<file path="src/rtl/rom_data_arbiter_if.sv">
// Bundle of the two master request/response channels and the ROM data port
// seen by rom_data_arbiter. The arbiter uses the slave view; whatever drives
// the masters and models the ROM uses the master view.
interface rom_data_arbiter_if;
   // master 0 (core load/store unit)
   logic        i_M0_REQ;
   logic [31:0] i_M0_ADDR;
   logic [1:0]  i_M0_HB;
   logic        o_M0_GNT;
   logic        o_M0_ERR;
   logic [31:0] o_M0_RDATA;
   // master 1 (debug/DMA reader)
   logic        i_M1_REQ;
   logic [31:0] i_M1_ADDR;
   logic [1:0]  i_M1_HB;
   logic        o_M1_GNT;
   logic        o_M1_ERR;
   logic [31:0] o_M1_RDATA;
   // ROM data port
   logic        o_ROM_CE;
   logic        o_ROM_REQ;
   logic [1:0]  o_ROM_HB;
   logic [31:0] o_ROM_ADDR;
   logic [31:0] i_ROM_RDATA;
   logic        i_ROM_GNT;

   modport slave (
      input  i_M0_REQ, i_M0_ADDR, i_M0_HB,
      output o_M0_GNT, o_M0_ERR, o_M0_RDATA,
      input  i_M1_REQ, i_M1_ADDR, i_M1_HB,
      output o_M1_GNT, o_M1_ERR, o_M1_RDATA,
      output o_ROM_CE, o_ROM_REQ, o_ROM_HB, o_ROM_ADDR,
      input  i_ROM_RDATA, i_ROM_GNT
   );

   modport master (
      output i_M0_REQ, i_M0_ADDR, i_M0_HB,
      input  o_M0_GNT, o_M0_ERR, o_M0_RDATA,
      output i_M1_REQ, i_M1_ADDR, i_M1_HB,
      input  o_M1_GNT, o_M1_ERR, o_M1_RDATA,
      input  o_ROM_CE, o_ROM_REQ, o_ROM_HB, o_ROM_ADDR,
      output i_ROM_RDATA, i_ROM_GNT
   );
endinterface

</file>
<file path="src/rtl/rom_data_arbiter.sv">
// Two-master arbiter for the boot ROM data read port. Alternates between
// masters when both request, forwards the ROM grant/data to the owner, and
// aborts an access with an error pulse if the ROM never grants it.
module rom_data_arbiter #(
   parameter int unsigned TIMEOUT = 15   // BUSY cycles before abort, 2..255
) (
   input  logic               i_CLK,
   input  logic               i_RST,
   rom_data_arbiter_if.slave  bus
);

   localparam int NUM_M = 2;
   localparam logic [7:0] TMO_LAST = 8'(TIMEOUT - 1);

   typedef enum logic {S_IDLE, S_BUSY} state_t;

   // per-master request view, indexed by master number
   logic [NUM_M-1:0]        w_req;
   logic [NUM_M-1:0][31:0]  w_req_addr;
   logic [NUM_M-1:0][1:0]   w_req_hb;
   // per-master response pulses and data
   logic [NUM_M-1:0]        w_gnt;
   logic [NUM_M-1:0]        w_err;
   logic [NUM_M-1:0][31:0]  w_rdata;

   state_t      r_state, w_state_nxt;
   logic        r_owner, w_owner_nxt;
   logic        r_last,  w_last_nxt;
   logic [31:0] r_addr,  w_addr_nxt;
   logic [1:0]  r_hb,    w_hb_nxt;
   logic [7:0]  r_tmo,   w_tmo_nxt;

   logic        w_pick;
   logic        w_other;

   assign w_req      = {bus.i_M1_REQ,  bus.i_M0_REQ};
   assign w_req_addr = {bus.i_M1_ADDR, bus.i_M0_ADDR};
   assign w_req_hb   = {bus.i_M1_HB,   bus.i_M0_HB};

   // Single requester wins outright; on a tie the master not served last wins.
   assign w_pick  = (w_req == 2'b11) ? ~r_last : ~w_req[0];
   assign w_other = ~r_owner;

   // State, ownership, latched access and watchdog registers.
   always_ff @(posedge i_CLK or posedge i_RST) begin
      if (i_RST) begin
         r_state <= S_IDLE;
         r_owner <= 1'b0;
         r_last  <= 1'b1;
         r_addr  <= '0;
         r_hb    <= '0;
         r_tmo   <= '0;
      end else begin
         r_state <= w_state_nxt;
         r_owner <= w_owner_nxt;
         r_last  <= w_last_nxt;
         r_addr  <= w_addr_nxt;
         r_hb    <= w_hb_nxt;
         r_tmo   <= w_tmo_nxt;
      end
   end

   // Next-state and response pulses. A grant in the same cycle as the
   // watchdog expiry completes the access normally. On a grant the owner's
   // own REQ is ignored so the other master gets a back-to-back turn, while
   // a repeat by the same master always passes through IDLE.
   always_comb begin
      w_state_nxt = r_state;
      w_owner_nxt = r_owner;
      w_last_nxt  = r_last;
      w_addr_nxt  = r_addr;
      w_hb_nxt    = r_hb;
      w_tmo_nxt   = r_tmo;
      w_gnt       = '0;
      w_err       = '0;
      case (r_state)
         S_IDLE: begin
            if (|w_req) begin
               w_state_nxt = S_BUSY;
               w_owner_nxt = w_pick;
               w_addr_nxt  = w_req_addr[w_pick];
               w_hb_nxt    = w_req_hb[w_pick];
               w_tmo_nxt   = '0;
            end
         end
         S_BUSY: begin
            if (bus.i_ROM_GNT) begin
               w_gnt[r_owner] = 1'b1;
               w_last_nxt     = r_owner;
               if (w_req[w_other]) begin
                  w_owner_nxt = w_other;
                  w_addr_nxt  = w_req_addr[w_other];
                  w_hb_nxt    = w_req_hb[w_other];
                  w_tmo_nxt   = '0;
               end else begin
                  w_state_nxt = S_IDLE;
               end
            end else if (r_tmo == TMO_LAST) begin
               w_err[r_owner] = 1'b1;
               w_last_nxt     = r_owner;
               w_state_nxt    = S_IDLE;
            end else begin
               w_tmo_nxt = r_tmo + 8'd1;
            end
         end
         default: w_state_nxt = S_IDLE;
      endcase
   end

   // Read data reaches only the master being granted; everyone else sees 0.
   for (genvar g = 0; g < NUM_M; g++) begin : g_rdata
      assign w_rdata[g] = w_gnt[g] ? bus.i_ROM_RDATA : 32'h0;
   end

   assign bus.o_M0_GNT   = w_gnt[0];
   assign bus.o_M0_ERR   = w_err[0];
   assign bus.o_M0_RDATA = w_rdata[0];
   assign bus.o_M1_GNT   = w_gnt[1];
   assign bus.o_M1_ERR   = w_err[1];
   assign bus.o_M1_RDATA = w_rdata[1];

   assign bus.o_ROM_CE   = (r_state == S_BUSY);
   assign bus.o_ROM_REQ  = (r_state == S_BUSY);
   assign bus.o_ROM_ADDR = r_addr;
   assign bus.o_ROM_HB   = r_hb;

endmodule

</file>
<file path="src/flat_wrapper.sv">
// flat-port wrapper written by rule: the top's interface ports become plain ports
module rom_data_arbiter_flat 
#(
   parameter int unsigned TIMEOUT = 15                                      
)
  (i_CLK, i_RST, bus_i_M0_REQ, bus_i_M0_ADDR, bus_i_M0_HB, bus_o_M0_GNT, bus_o_M0_ERR, bus_o_M0_RDATA, bus_i_M1_REQ, bus_i_M1_ADDR, bus_i_M1_HB, bus_o_M1_GNT, bus_o_M1_ERR, bus_o_M1_RDATA, bus_o_ROM_CE, bus_o_ROM_REQ, bus_o_ROM_HB, bus_o_ROM_ADDR, bus_i_ROM_RDATA, bus_i_ROM_GNT);
  rom_data_arbiter_if bus_i ();
  input  logic i_CLK;
  input  logic i_RST;
  input wire logic [$bits(bus_i.i_M0_REQ)-1:0] bus_i_M0_REQ;
  input wire logic [$bits(bus_i.i_M0_ADDR)-1:0] bus_i_M0_ADDR;
  input wire logic [$bits(bus_i.i_M0_HB)-1:0] bus_i_M0_HB;
  output wire logic [$bits(bus_i.o_M0_GNT)-1:0] bus_o_M0_GNT;
  output wire logic [$bits(bus_i.o_M0_ERR)-1:0] bus_o_M0_ERR;
  output wire logic [$bits(bus_i.o_M0_RDATA)-1:0] bus_o_M0_RDATA;
  input wire logic [$bits(bus_i.i_M1_REQ)-1:0] bus_i_M1_REQ;
  input wire logic [$bits(bus_i.i_M1_ADDR)-1:0] bus_i_M1_ADDR;
  input wire logic [$bits(bus_i.i_M1_HB)-1:0] bus_i_M1_HB;
  output wire logic [$bits(bus_i.o_M1_GNT)-1:0] bus_o_M1_GNT;
  output wire logic [$bits(bus_i.o_M1_ERR)-1:0] bus_o_M1_ERR;
  output wire logic [$bits(bus_i.o_M1_RDATA)-1:0] bus_o_M1_RDATA;
  output wire logic [$bits(bus_i.o_ROM_CE)-1:0] bus_o_ROM_CE;
  output wire logic [$bits(bus_i.o_ROM_REQ)-1:0] bus_o_ROM_REQ;
  output wire logic [$bits(bus_i.o_ROM_HB)-1:0] bus_o_ROM_HB;
  output wire logic [$bits(bus_i.o_ROM_ADDR)-1:0] bus_o_ROM_ADDR;
  input wire logic [$bits(bus_i.i_ROM_RDATA)-1:0] bus_i_ROM_RDATA;
  input wire logic [$bits(bus_i.i_ROM_GNT)-1:0] bus_i_ROM_GNT;
  assign bus_i.i_M0_REQ = bus_i_M0_REQ;
  assign bus_i.i_M0_ADDR = bus_i_M0_ADDR;
  assign bus_i.i_M0_HB = bus_i_M0_HB;
  assign bus_o_M0_GNT = bus_i.o_M0_GNT;
  assign bus_o_M0_ERR = bus_i.o_M0_ERR;
  assign bus_o_M0_RDATA = bus_i.o_M0_RDATA;
  assign bus_i.i_M1_REQ = bus_i_M1_REQ;
  assign bus_i.i_M1_ADDR = bus_i_M1_ADDR;
  assign bus_i.i_M1_HB = bus_i_M1_HB;
  assign bus_o_M1_GNT = bus_i.o_M1_GNT;
  assign bus_o_M1_ERR = bus_i.o_M1_ERR;
  assign bus_o_M1_RDATA = bus_i.o_M1_RDATA;
  assign bus_o_ROM_CE = bus_i.o_ROM_CE;
  assign bus_o_ROM_REQ = bus_i.o_ROM_REQ;
  assign bus_o_ROM_HB = bus_i.o_ROM_HB;
  assign bus_o_ROM_ADDR = bus_i.o_ROM_ADDR;
  assign bus_i.i_ROM_RDATA = bus_i_ROM_RDATA;
  assign bus_i.i_ROM_GNT = bus_i_ROM_GNT;
  rom_data_arbiter #(.TIMEOUT(TIMEOUT)) u_core (.i_CLK(i_CLK), .i_RST(i_RST), .bus(bus_i));
endmodule
</file>
<file path="config.mk">
export PLATFORM = sky130hd
export DESIGN_NAME = rom_data_arbiter_flat
export DESIGN_NICKNAME = d
export VERILOG_FILES = /design/src/rtl/rom_data_arbiter_if.sv /design/src/rtl/rom_data_arbiter.sv /design/src/flat_wrapper.sv
export SDC_FILE = /design/constraint.sdc
export NUM_CORES = 1
export LEC_CHECK = 0
export BUFFER_PORTS_ARGS = -buffer_cell sky130_fd_sc_hd__buf_2
export CORE_MARGIN = 5
export CORE_UTILIZATION = 43
export CTS_CLUSTER_SIZE = 14
export DETAILED_ROUTE_END_ITERATION = 12
export PLACE_DENSITY = 0.88
export SLEW_MARGIN = 5
export SYNTH_ARGS = -nofsm -noshare
export SYNTH_HDL_FRONTEND = slang
export SYNTH_SLANG_ARGS = --single-unit
</file>
<file path="constraint.sdc">
create_clock -name i_CLK -period 5.2 [get_ports i_CLK]
set_clock_uncertainty 0.15 [all_clocks]
set_input_delay 1.04 -clock i_CLK [delete_from_list [all_inputs] [get_ports i_CLK]]
set_output_delay 1.04 -clock i_CLK [all_outputs]
set_load 0.005 [all_outputs]
</file>
==> run_results.csv <==
group,metric,value,unit
outcome,run_status,"complete, no violations",
synthesis,post_synth_mux_area_share,14.0,%
route,wl_met1,2940,um
cts,post_cts_resize_count,0,
route,dr.pass1.iters,5,
synthesis,number_of_warnings_reported_in_the_yosys_synthesis_log,0,
synthesis,synth-async-reset-ratio,100,%
route,drc,0,
route,vias_per_cell,4.85,
synthesis,synth-adder-area-share,0.932,%
floorplan,floorplan.die.height,89.0,um
sta,finalHoldViolCount,0,
cts,root_buffer,"clkbuf_8",
worst_setup_path,startpoint_type_of_the_worst_setup_path,"input port",
global_route,grt.total_usage,19.3,%
route,topRoutingLayerUsed,"met4",
global_route,grt_start_max_net_pins,65,
cts,clock_pin_slew_of_the_registers_on_the_worst_case_setup_and_hold_paths,0.08,ns
worst_setup_path,critPathBufInv,2,
worst_setup_path,cp_cell_sequence,"buf_2 > nand2b_1 > nor4_4 > and2_1 > buf_2",
sta,grt_setup_unrepaired,"false",
floorplan,core_region_area,0.00599,mm^2
synthesis,synthesized_nets,399,
final_layout,drive_above_1_share,46.7,%
cts,cts_inserted_buffers,5,
sta,relSlewSlack,46.7,%
synthesis,post_synth_main_area_contributors,"dfrtp_1 (41%), and2_1 (15%), mux2i_1 (13%), a21oi_1 (6.5%), nor2_1 (5.6%)",
final_layout,antenna_cells_inserted,0,
route,avgRoutedWirePerCell,14.4,um
synthesis,synthCells,292,
floorplan,fp-row-count,28,
synthesis,post_synth.cell_area_avg,9.20,um^2
route,postRouteWirelength,8130,um
final_layout,finalInstanceArea,0.00390,mm^2
final_layout,post-route-util,65.1,%
synthesis,netlist.area_leader.share,41.0,%
cts,clock_sink_count,45,
synthesis,yosysUniqueCellTypes,32,
global_route,initial_antenna_violation_count,0,
synthesis,ys_ff_latch,45,
sta,fin_worst_hold_slack,0.374,ns
worst_setup_path,timing.critical_path.mode_cell,"buf_2",
worst_setup_path,data_required_time_at_the_worst_endpoint,4.01,ns
synthesis,synth_top_family_by_area,"simple AND/OR/NAND/NOR gates",
cts,h-tree-depth,2,
sta,timing.final.setup_violations,0,
synthesis,synth-compound-area-share,12.7,%
sta,slew_of_the_pin_with_the_lowest_slew_margin,0.800,ns
final_layout,area.growth.synth_to_final,45.1,%
route,drt_iter0_markers,69,
worst_setup_path,worst_path_largest_cell_delay,0.69,ns
synthesis,post-synth-top-count-cell,"and2_1",
floorplan,start_util,44.8,%
sta,period_minus_slack,3.68,ns
final_layout,register_area,0.00113,mm^2
sta,slew_violations,0,
synthesis,synth.largest_area_cell,"dfrtp_1",
run,maxCapViolCount,0,
cts,postCtsHoldBufs,0,
worst_setup_path,crit_fanout,14,
sta,totalNegativeSetupSlack,0,ns
global_route,grt_first_pass_wirelength,12200,um
worst_setup_path,endpoint_kind,"output port",
power,p_leak,2.14,nW
synthesis,synth_simple_gate_area_share,25.6,%
place,detailed_place_hpwl,6840,um
final_layout,nNetsFinal,596,
global_route,vias_in_the_first_global_route,2703,
floorplan,die_width,89.0,um
worst_setup_path,cpMaxStageDelayCell,"nor4_4",
floorplan,boundaryPins,209,
power,power,1.66,mW
cts,cts_max_path_buffers,2,
sta,timing.fmax,272,MHz
floorplan,full_die_area,0.00793,mm^2
place,dpl-instance-area,0.00378,mm^2
worst_setup_path,timing.critical_path.arrival,2.49,ns
global_route,grt_overflow,0,
route,met2_length,4080,um
route,antenna_left,0,
hold_path,min_path_type,"flop to flop",
place,port_buffers,208,
synthesis,netlist_area_pre_place,0.00269,mm^2
cts,tritoncts,"yes",
route,via_total_after_detailed_routing,2739,
final_layout,multiInputGateArea,0.00146,mm^2
final_layout,fillers,494,
synthesis,ys_dominant_reg_cell,"dfrtp_1",
route,met3RoutedLength,1020,um
worst_setup_path,top_family_by_delay_on_critical_path,"simple AND/OR/NAND/NOR gates",
sta,finalCritPeriodShare,70.8,%
synthesis,synth_edf_count,0,
worst_setup_path,setup.worst_path.class,"input port to output port",
power,power_per_cell_area,426,mW/mm^2
cts,cts_post_setup_buffers_inserted,0,
place,gpl.final_weighted_congestion,0.829,
synthesis,synth-xor-area-share,0,%
synthesis,share_of_synthesized_area_occupied_by_flip_flops_and_latches,42.0,%
cts,insertion_delay_to_the_later_sink_of_the_worst_skew_pair,0.28,ns
synthesis,synth_top_cells_by_count,"and2_1 (66), dfrtp_1 (44), nor2_1 (40)",
power,ir_drop,0.231,mV
-- metrics by stage --
step,std cells,worst slack (ns)
after global routing,565,1.42
after detailed placement,557,1.54
after floorplan,292,2.04
final,565,1.52
after global placement,557,1.59
after CTS,565,1.52
-- path summary, 6_finish.rpt --
kind | startpoint | endpoint | slack [ns] | cells past startpoint
worst max register to register | u_core.r_tmo[0]$_DFFE_PP0P_ | u_core.r_tmo[7]$_DFFE_PP0P_ | 2.82 | 6
min in group asynchronous | i_RST | u_core.r_tmo[1]$_DFFE_PP0P_ | 0.73 | 3
max in group asynchronous | i_RST | u_core.r_last$_DFFE_PP1P_ | 3.81 | 3
worst min-delay path | u_core.r_tmo[7]$_DFFE_PP0P_ | u_core.r_tmo[7]$_DFFE_PP0P_ | 0.37 | 1
worst min register to register | u_core.r_tmo[7]$_DFFE_PP0P_ | u_core.r_tmo[7]$_DFFE_PP0P_ | 0.37 | 1
worst max-delay path | bus_i_ROM_GNT | bus_o_M0_ERR | 1.52 | 5
-- layout make-up --
cell class,count,share of cell area [%]
Clock inverter,2,0.963
Inverter,4,0.385
Timing Repair Buffer,213,27.7
Sequential cell,45,28.9
Tap cell,75,2.41
Clock buffer,6,2.12
Multi-Input combinational cell,220,37.5
-- cells by family (layout without fill, tap and decap cells) --
logic type | Yosys count | after routing
AO/OA/AOI/OAI | 56 | 56
AND/OR/NAND/NOR | 125 | 125
adder cells (fa/ha/maj) | 2 | 2
buffers and inverters | 27 | 225
flip-flops | 45 | 45
multiplexers | 37 | 37
-- worst reg2reg max path, stage by stage, from the launching register on --
cell     delay [ns]
dfrtp_1        0.43
inv_1          0.08
ha_1           0.13
or4b_4         0.47
nor4_4         0.52
or3_1          0.35
o31ai_1        0.12
-- cells in the final DEF (no fill, tap or decap), types with 3 or more instances in the layout --
| cell type | count |
|---|---|
| inv_1 | 3 |
| o21ai_1 | 5 |
| dfrtp_1 | 44 |
| and2_1 | 66 |
| a21oi_1 | 35 |
| mux2i_1 | 35 |
| nor2_1 | 40 |
| buf_4 | 5 |
| nand2_1 | 6 |
| clkbuf_8 | 6 |
| buf_2 | 208 |
| o31ai_1 | 8 |
-- routing by layer --
layer  vias up  global-route usage, %
met3         8                   5.16
met4         0                   4.87
met1      1188                   21.8
met2       159                   35.9
li1       1384                      -
met5         -                      0
-- power by group --
| part | internal (mW) | total (mW) | switching (mW) |
|---|---|---|---|
| Combinational | 0.395 | 0.812 | 0.417 |
| Sequential | 0.498 | 0.581 | 0.0835 |
| Clock | 0.156 | 0.265 | 0.109 |
| Total | 1.05 | 1.66 | 0.609 |
-- registers in the layout, summed over array words and instances (netlist names) --
register,flops
u_core.bus.o_ROM_ADDR,32
u_core.bus.o_ROM_HB,2
u_core.r_owner,1
u_core.r_tmo,8
u_core.bus.o_ROM_CE,1
u_core.r_last,1
Power figures use the tool's default switching activity.
